**src/rtl/apb_timer.sv**
```systemverilog
// apb_timer: APB down-counting timer with prescaler, one-shot/auto-reload and level IRQ.
// Define APB_TIMER_CAPTURE_EN to add the CAPTURE_IN input-capture unit at offset 0x10.
module apb_timer #(
    parameter int ADDR_WIDTH  = 32,
    parameter int DATA_WIDTH  = 32,
    parameter int COUNT_WIDTH = 32,
    parameter int DEC_BITS    = 12
) (
    input  logic                  ACLK,
    input  logic                  ARESET,
    input  logic [ADDR_WIDTH-1:0] PADDR,
    input  logic [DATA_WIDTH-1:0] PWDATA,
    input  logic                  PWRITE,
    input  logic                  PSEL,
    input  logic                  PENABLE,
    output logic [DATA_WIDTH-1:0] PRDATA,
    output logic                  PSLVERROR,
`ifdef APB_TIMER_CAPTURE_EN
    input  logic                  CAPTURE_IN,
`endif
    output logic                  IRQ
);

    localparam logic [DEC_BITS-1:0] OFF_CTRL   = DEC_BITS'(12'h000);
    localparam logic [DEC_BITS-1:0] OFF_LOAD   = DEC_BITS'(12'h004);
    localparam logic [DEC_BITS-1:0] OFF_COUNT  = DEC_BITS'(12'h008);
    localparam logic [DEC_BITS-1:0] OFF_STATUS = DEC_BITS'(12'h00C);
    localparam logic [DEC_BITS-1:0] OFF_CAP    = DEC_BITS'(12'h010);

    logic [DEC_BITS-1:0]    off;
    logic                   acc;
    logic                   done;
    logic                   err;
    logic                   commit;
    logic                   hit_ctrl;
    logic                   hit_load;
    logic                   hit_count;
    logic                   hit_status;
    logic                   hit_cap;
    logic                   mapped;
    logic                   wr_ro;
    logic                   wr_ctrl;
    logic                   wr_load;
    logic                   wr_status;
    logic                   start;
    logic                   tick;
    logic                   tick_ok;
    logic                   expire;
    logic                   en;
    logic                   auto_reload;
    logic                   irq_en;
    logic [7:0]             prescale;
    logic [7:0]             pre;
    logic [COUNT_WIDTH-1:0] load;
    logic [COUNT_WIDTH-1:0] count;
    logic [COUNT_WIDTH-1:0] wdata_cnt;
    logic                   expired;
    logic [DATA_WIDTH-1:0]  rdata;
    logic [DATA_WIDTH-1:0]  ctrl_rd;
    logic [DATA_WIDTH-1:0]  status_rd;
    logic                   unused_addr;

`ifdef APB_TIMER_CAPTURE_EN
    logic [2:0]             cap_sync;
    logic                   cap_edge;
    logic                   cap_valid;
    logic [COUNT_WIDTH-1:0] cap;
`endif

    assign unused_addr = ^PADDR[ADDR_WIDTH-1:DEC_BITS];

    assign off        = PADDR[DEC_BITS-1:0];
    assign acc        = PSEL & PENABLE;
    assign hit_ctrl   = (off == OFF_CTRL);
    assign hit_load   = (off == OFF_LOAD);
    assign hit_count  = (off == OFF_COUNT);
    assign hit_status = (off == OFF_STATUS);
`ifdef APB_TIMER_CAPTURE_EN
    assign hit_cap    = (off == OFF_CAP);
`else
    assign hit_cap    = 1'b0;
`endif
    assign mapped  = hit_ctrl | hit_load | hit_count | hit_status | hit_cap;
    assign wr_ro   = PWRITE & (hit_count | hit_cap);
    assign err     = acc & ((PADDR[1:0] != 2'b00) | ~mapped | wr_ro);
    assign commit  = acc & ~done & PWRITE & ~err;

    assign PSLVERROR = err;

    assign wr_ctrl   = commit & hit_ctrl;
    assign wr_load   = commit & hit_load;
    assign wr_status = commit & hit_status;
    assign wdata_cnt = PWDATA[COUNT_WIDTH-1:0];
    assign start     = wr_ctrl & ~en & PWDATA[0];

    // A register write in the same cycle as a tick swallows that tick.
    assign tick    = en & (pre == prescale);
    assign tick_ok = tick & ~wr_ctrl & ~wr_load;
    assign expire  = tick_ok & (count == '0);

    assign ctrl_rd = DATA_WIDTH'({prescale, 5'b0, irq_en, auto_reload, en});
`ifdef APB_TIMER_CAPTURE_EN
    assign status_rd = DATA_WIDTH'({cap_valid, expired});
`else
    assign status_rd = DATA_WIDTH'(expired);
`endif

    // Read mux; unmapped or misaligned offsets read as zero.
    always_comb begin
        rdata = '0;
        unique case (1'b1)
            hit_ctrl:   rdata = ctrl_rd;
            hit_load:   rdata = DATA_WIDTH'(load);
            hit_count:  rdata = DATA_WIDTH'(count);
            hit_status: rdata = status_rd;
`ifdef APB_TIMER_CAPTURE_EN
            hit_cap:    rdata = DATA_WIDTH'(cap);
`endif
            default:    rdata = '0;
        endcase
    end

    assign PRDATA = PSEL ? rdata : '0;

    // Access-done flag: the bridge holds acc high, so commit only once per select.
    always_ff @(posedge ACLK) begin
        if (ARESET)      done <= 1'b0;
        else if (!PSEL)  done <= 1'b0;
        else if (acc)    done <= 1'b1;
    end

    // CTRL fields; one-shot mode drops EN on expiry.
    always_ff @(posedge ACLK) begin
        if (ARESET) begin
            en          <= 1'b0;
            auto_reload <= 1'b0;
            irq_en      <= 1'b0;
            prescale    <= '0;
        end else if (wr_ctrl) begin
            en          <= PWDATA[0];
            auto_reload <= PWDATA[1];
            irq_en      <= PWDATA[2];
            prescale    <= PWDATA[15:8];
        end else if (expire && !auto_reload) begin
            en          <= 1'b0;
        end
    end

    // Prescaler phase, restarted by LOAD writes and by enabling.
    always_ff @(posedge ACLK) begin
        if (ARESET)                         pre <= '0;
        else if (wr_load || start || !en)   pre <= '0;
        else if (tick)                      pre <= '0;
        else                                pre <= pre + 8'd1;
    end

    // LOAD/COUNT: a LOAD write reloads COUNT, ticks decrement or reload it.
    always_ff @(posedge ACLK) begin
        if (ARESET) begin
            load  <= '0;
            count <= '0;
        end else if (wr_load) begin
            load  <= wdata_cnt;
            count <= wdata_cnt;
        end else if (tick_ok) begin
            if (count != '0)      count <= count - COUNT_WIDTH'(1);
            else if (auto_reload) count <= load;
        end
    end

    // EXPIRED sticky flag; a new expiry beats a same-cycle clear.
    always_ff @(posedge ACLK) begin
        if (ARESET)                        expired <= 1'b0;
        else if (expire)                   expired <= 1'b1;
        else if (wr_status && PWDATA[0])   expired <= 1'b0;
    end

    // Registered level interrupt.
    always_ff @(posedge ACLK) begin
        if (ARESET) IRQ <= 1'b0;
        else        IRQ <= expired & irq_en;
    end

`ifdef APB_TIMER_CAPTURE_EN
    // Two-flop synchronizer plus a registered rising-edge pulse.
    always_ff @(posedge ACLK) begin
        if (ARESET) begin
            cap_sync <= '0;
            cap_edge <= 1'b0;
        end else begin
            cap_sync <= {cap_sync[1:0], CAPTURE_IN};
            cap_edge <= cap_sync[1] & ~cap_sync[2];
        end
    end

    // Capture COUNT on each edge; CAP_VALID set beats a same-cycle clear.
    always_ff @(posedge ACLK) begin
        if (ARESET) begin
            cap       <= '0;
            cap_valid <= 1'b0;
        end else if (cap_edge) begin
            cap       <= count;
            cap_valid <= 1'b1;
        end else if (wr_status && PWDATA[1]) begin
            cap_valid <= 1'b0;
        end
    end
`endif

endmodule

```
**config.mk**
```make
export PLATFORM = sky130hd
export DESIGN_NAME = apb_timer
export DESIGN_NICKNAME = d
export VERILOG_FILES = /design/src/rtl/apb_timer.sv
export SDC_FILE = /design/constraint.sdc
export NUM_CORES = 1
export LEC_CHECK = 0
export ABC_AREA = 1
export BUFFER_PORTS_ARGS = -buffer_cell sky130_fd_sc_hd__buf_2
export CORE_AREA = 2 2 124 126
export CTS_CLUSTER_SIZE = 12
export DETAILED_ROUTE_END_ITERATION = 10
export DIE_AREA = 0 0 126 128
export GPL_TIMING_DRIVEN = 0
export PLACE_DENSITY = 0.57
export REMOVE_ABC_BUFFERS = 1
export SLEW_MARGIN = 25
export SYNTH_ARGS = -nofsm -noshare
export SYNTH_HDL_FRONTEND = slang
export SYNTH_SLANG_ARGS = --single-unit
export TNS_END_PERCENT = 100
```
**constraint.sdc**
```tcl
create_clock -name ACLK -period 4.9 [get_ports ACLK]
set_input_delay 0.49 -clock ACLK [delete_from_list [all_inputs] [get_ports ACLK]]
set_output_delay 0.49 -clock ACLK [all_outputs]
set_load 0.05 [all_outputs]
```
==> After elaboration in Yosys (flattened, before gate mapping) <==
Cells that the tools add are included.
{ "totals": {"reg_bits": 86, "wordCells": 71, "output_inout_bits": 34, "inputBits": 69} }
{ "classes": {"n_addsub": 2, "eq_ne": 4, "reduce_logical": 17, "muxes": 10, "bitwise_logic": 28} }
{ "op_table": {"columns": ["cell", "count"], "rows": [
  ["$mux 32", 5],
  ["$pmux 32 s4", 1],
  ["$logic_not 32->1", 1],
  ["$reduce_bool 32->1", 1],
  ["$sub 32x1->32 const B", 1],
  ["$eq 12x4->1 const B", 2],
  ["$and 1x1->1", 16],
  ["$eq 12x3->1 const B", 1],
  ["$logic_not 12->1", 1],
  ["$add 8x1->8 const B", 1],
  ["$eq 8x8->1", 1],
  ["$reduce_bool 2->1", 4],
  ["$not 1->1", 7],
  ["$or 1x1->1", 5],
  ["$mux 1", 4],
  ["$reduce_bool 3->1", 1],
  ["$reduce_or 3->1", 1],
  ["$logic_and 1x1->1", 2],
  ["$logic_not 1->1", 2],
  ["$logic_or 1x1->1", 2],
  ["$reduce_and 2->1", 1],
  ["$reduce_or 2->1", 1]
]} }

==> Longest topological paths before layout <==
{ "logic_depth": {"ltp_word": 18, "ltp_mapped": 14, "ltp_nobuf": 13} }

==> Worst setup path after synthesis <==
Ideal clock, no wire load.
{ "synth_path": {"kind": "in2out", "startpoint": "input port PADDR[5]", "endpoint": "output port PRDATA[0]", "arrival_ns": 2.369, "n_path_buf": 2, "t_required_ns": 4.410, "path_stages": 11, "setup_slack_ns": 2.041, "cell_sequence": "nor2_1 nand2_1 nor2_2 nand3_1 nor2_2 buf_2 buf_2 nand2_1 o21ai_0 inv_1 a31oi_1"} }
{ "synth_via": {"elab_chain_len": 3, "elab_cells_between_ends": 6, "cone_classes": "eq/ne: 3; mux: 2; reduce/logical: 1"} }
{ "synth_lines": {"columns": ["item", "line", "rtl"], "rows": [
  ["from (decl)", "11", "input logic [ADDR_WIDTH-1:0] PADDR,"],
  ["$eq 12x4->1 (tied with other cells)", "77", "assign hit_status = (off == OFF_STATUS);"],
  ["$pmux 32 s4 *", "111", "unique case (1'b1)"],
  ["$mux 32 *", "123", "assign PRDATA = PSEL ? rdata : '0;"],
  ["to (decl)", "16", "output logic [DATA_WIDTH-1:0] PRDATA,"]
]} }
Mark *: on every way between the ends. The rest lies on a longest branch, timed or not.

==> Final worst setup path <==
{ "layout_path": {"startpoint": "input port PADDR[1]", "endpoint": "output port PRDATA[19]"} }
Same word-level chain as after synthesis.

==> flow_summary_export.csv <==
group,metric,value,unit
outcome,outcome,"finished clean",
worst_hold_path,hold_class,"primary input to flip-flop",
drt,ant_nets,0,
layout,mostFrequentLayoutCells,"369 x nand2_1, 178 x nor2_1, 86 x dfxtp_1, 82 x inv_1, 82 x buf_2",
drt,vias,6146,
worst_setup_path,reg2reg_slack,2.19,ns
grt,grt_pass1_wl,29800,um
grt,grt.total_usage,0.231,
worst_hold_path,hold_path_startpoint,"PSEL",
synth,postSynthAreaPerCell,5.74,um^2
synth,async_reset_ff_frac,0,
drt,drt-total-wl,18100,um
cts,clkSinkCount,86,
synth,synth_top_family_by_area,"simple AND/OR/NAND/NOR gates",
synth,synth_cell_type_count,38,
timing,max_freq,278,MHz
synth,yosysSeqAreaShare,0.298,
cts,insertion_delay,0.36,ns
worst_setup_path,max_stage_delay,0.69,ns
worst_setup_path,slowest_stage,"inv_1",
pwr,leakage,3.38,nW
timing,finalSetupTns,0,ns
layout,design_area,6600,um^2
timing,layout_min_cycle_time,3.60,ns
place,port_buffers,82,
timing,maxSlewHeadroom,0.319,
layout,synthToLayoutAreaGrowth,14.0,%
layout,drive_above_1_share,0.126,
floorplanning,coreArea,14900,um^2
timing,slew_violations,0,
floorplanning,top_level_ports,103,
synth,synth_compound_area_frac,0.108,
synth,synth_edf_count,0,
worst_setup_path,arrival,3.11,ns
worst_setup_path,rr_startpoint,"count[0]$_SDFFE_PP0P_",
worst_setup_path,crit_path_max_fanout,22,
place,place_area,6320,um^2
timing,grt_setup_unrepaired,"no",
cts,root_buffer,"clkbuf_16",
pwr,power.density,214,nW/um^2
worst_setup_path,crit_buf_inv,4,
cts,h-tree-depth,3,
pwr,ir_worst_vdd,0.000174,V
synth,synthMuxAreaShare,0,
synth,synth_ff_type,"dfxtp_1",
worst_setup_path,worstSetupPathType,"primary input to primary output",
cts,postCtsSetupBuffers,0,
timing,tightest_slew,1.02,ns
synth,syn_area,5790,um^2
worst_hold_path,min_to,"done$_SDFFE_PP0P_",
timing,skew,0.0101,ns
grt,grt_pass1_vias,5766,
worst_setup_path,crit_path_start_kind,"primary input",
drt,drc_errors,0,
cts,path_clk_slew,0.06,ns
layout,antenna_cells,0,
synth,synth-simple-area-share,0.478,
worst_setup_path,cp_top_family,"buffers and inverters",
synth,synthAdderAreaFrac,0.00649,
synth,synth_cells,1008,
drt,viasPerCell,4.89,
synth,synth-seq-cells,86,
timing,setup_viol,0,
cts,clockBufferDepth,2,
timing,finalCritPeriodShare,0.734,
floorplanning,die_w,126,um
cts,cts_buffers,9,
synth,synth_xor_area_frac,0.0166,
place,place.gp.congestion,0.894,
cts,post_cts_resized,0,
cts,cts_tree,"done",
drt,wl_per_cell,14.4,um
floorplanning,die_y,128,um
grt,overflow,0,
floorplanning,dieArea,16100,um^2
synth,yosys_warnings,0,
drt,first_pass_iters,4,
worst_setup_path,cp.required,4.41,ns
layout,final_common_cell,"nand2_1",
job,cap_violations,0,
floorplanning,rows,45,
worst_setup_path,crit_chain,"buf_2 > nor2_2 > nand3_1 > nor2_1 > inv_1 > nor2_1 > inv_1 > a21oi_1 > buf_2",
worst_setup_path,ff2ff_path_depth,13,
worst_setup_path,endpoint_kind,"primary output",
floorplanning,start_util,0.389,
cts,hold_buffers,0,
grt,grt_antenna_before_repair,0,
layout,nNetsFinal,1136,
grt,grt_max_degree,49,
worst_setup_path,r2r_end,"count[15]$_SDFFE_PP0P_",
place,dpl.hpwl,13200,um
worst_hold_path,holdPathStages,3,
layout,fin_util,0.444,
drt,drt_iter0_markers,434,
timing,hold_violations,0,
==> metal layers <==
layer	vias up	wire, um	GRT usage
met2	120	8210	0.381
met4	0	119	0.0433
met5	-	0	0
met1	2732	8980	0.318
li1	3282	-	-
met3	12	783	0.0426
==> logic make-up (layout without fill, tap and decap cells) <==
logic type,Yosys count,after routing
buf+inv,130,191
fa+ha+maj,3,3
compound gates,117,117
xor+xnor,11,11
flops,86,86
simple gates,661,661
==> flip-flops by register name, indices dropped and copies added (netlist names) <==
register and count:
en 1, prescale 8, irq_en 1, IRQ 1, pre 8, auto_reload 1
load 32, done 1, count 32, expired 1
==> how the worst max path moves through the flow <==
| stage | startpoint | end | slack (ns) | depth (start not counted) |
|---|---|---|---|---|
| final | PADDR[1] | PRDATA[19] | 1.30 | 9 |
| after global routing | PADDR[1] | PRDATA[25] | 1.01 | 9 |
| after CTS | PADDR[1] | PRDATA[0] | 1.31 | 9 |
| after detailed placement | PADDR[1] | PRDATA[0] | 1.31 | 9 |
| after global placement | PADDR[4] | count[20]$_SDFFE_PP0P_ | 0.56 | 12 |
| after floorplan | PADDR[5] | PRDATA[0] | 1.55 | 9 |
==> through the flow <==
step / std cells / total power, W / setup slack, ns / hold slack (ns)
2_1_floorplan: 968 / 0.000728 / 1.55 / 0.417
3_3_place_gp: 1238 / 0.000760 / 0.557 / 0.427
3_5_place_dp: 1241 / 0.000763 / 1.31 / 0.426
4_1_cts: 1257 / 0.00142 / 1.31 / 0.388
5_1_grt: 1257 / 0.00145 / 1.01 / 0.399
6_report: 1257 / 0.00141 / 1.30 / 0.400
==> layout make-up <==
cell class	count	area [um^2]
tap	188	235
sequential	86	1720
inverter	90	338
multi-input combinational	792	3530
clock buffer	9	225
timing repair buffer	85	493
clock inverter	7	50.0
fill	1705	8270
==> synth_stat cells, drive strengths merged (2+ instances only) <==
cell type	count	area, um^2
xor2	8	70.1
nand3	72	383
nand4	10	68.8
o21ai	39	195
a21oi	66	330
inv	89	334
dfxtp	86	1720
xnor2	3	26.3
o211ai	2	15.0
nor2	193	796
nor3	9	50.1
ha	3	37.5
buf	24	143
o221ai	7	61.3
nand2	374	1440
clkbuf	16	60.1
==> where the power goes <==
part	leakage, nW	switching (W)	internal (W)	total [W]
Combinational	2.56	0.0000289	0.0000189	0.0000478
Clock	0.128	0.000317	0.000345	0.000662
Sequential	0.692	0.0000000599	0.000699	0.000699
==> worst reg2reg max path, cell delays in order, from the launching register on <==
cell	delay, ns
dfxtp_1	0.32
inv_1	0.20
ha_1	0.24
nand2_1	0.11
nor2_1	0.12
nand2_1	0.07
nor2_2	0.80
inv_2	0.28
nand2_1	0.14
nand2_1	0.06
nand2_1	0.05
nand2_1	0.07
nor2_1	0.09
nor2_1	0.07
Note: power is estimated with default switching activity, not from simulation.
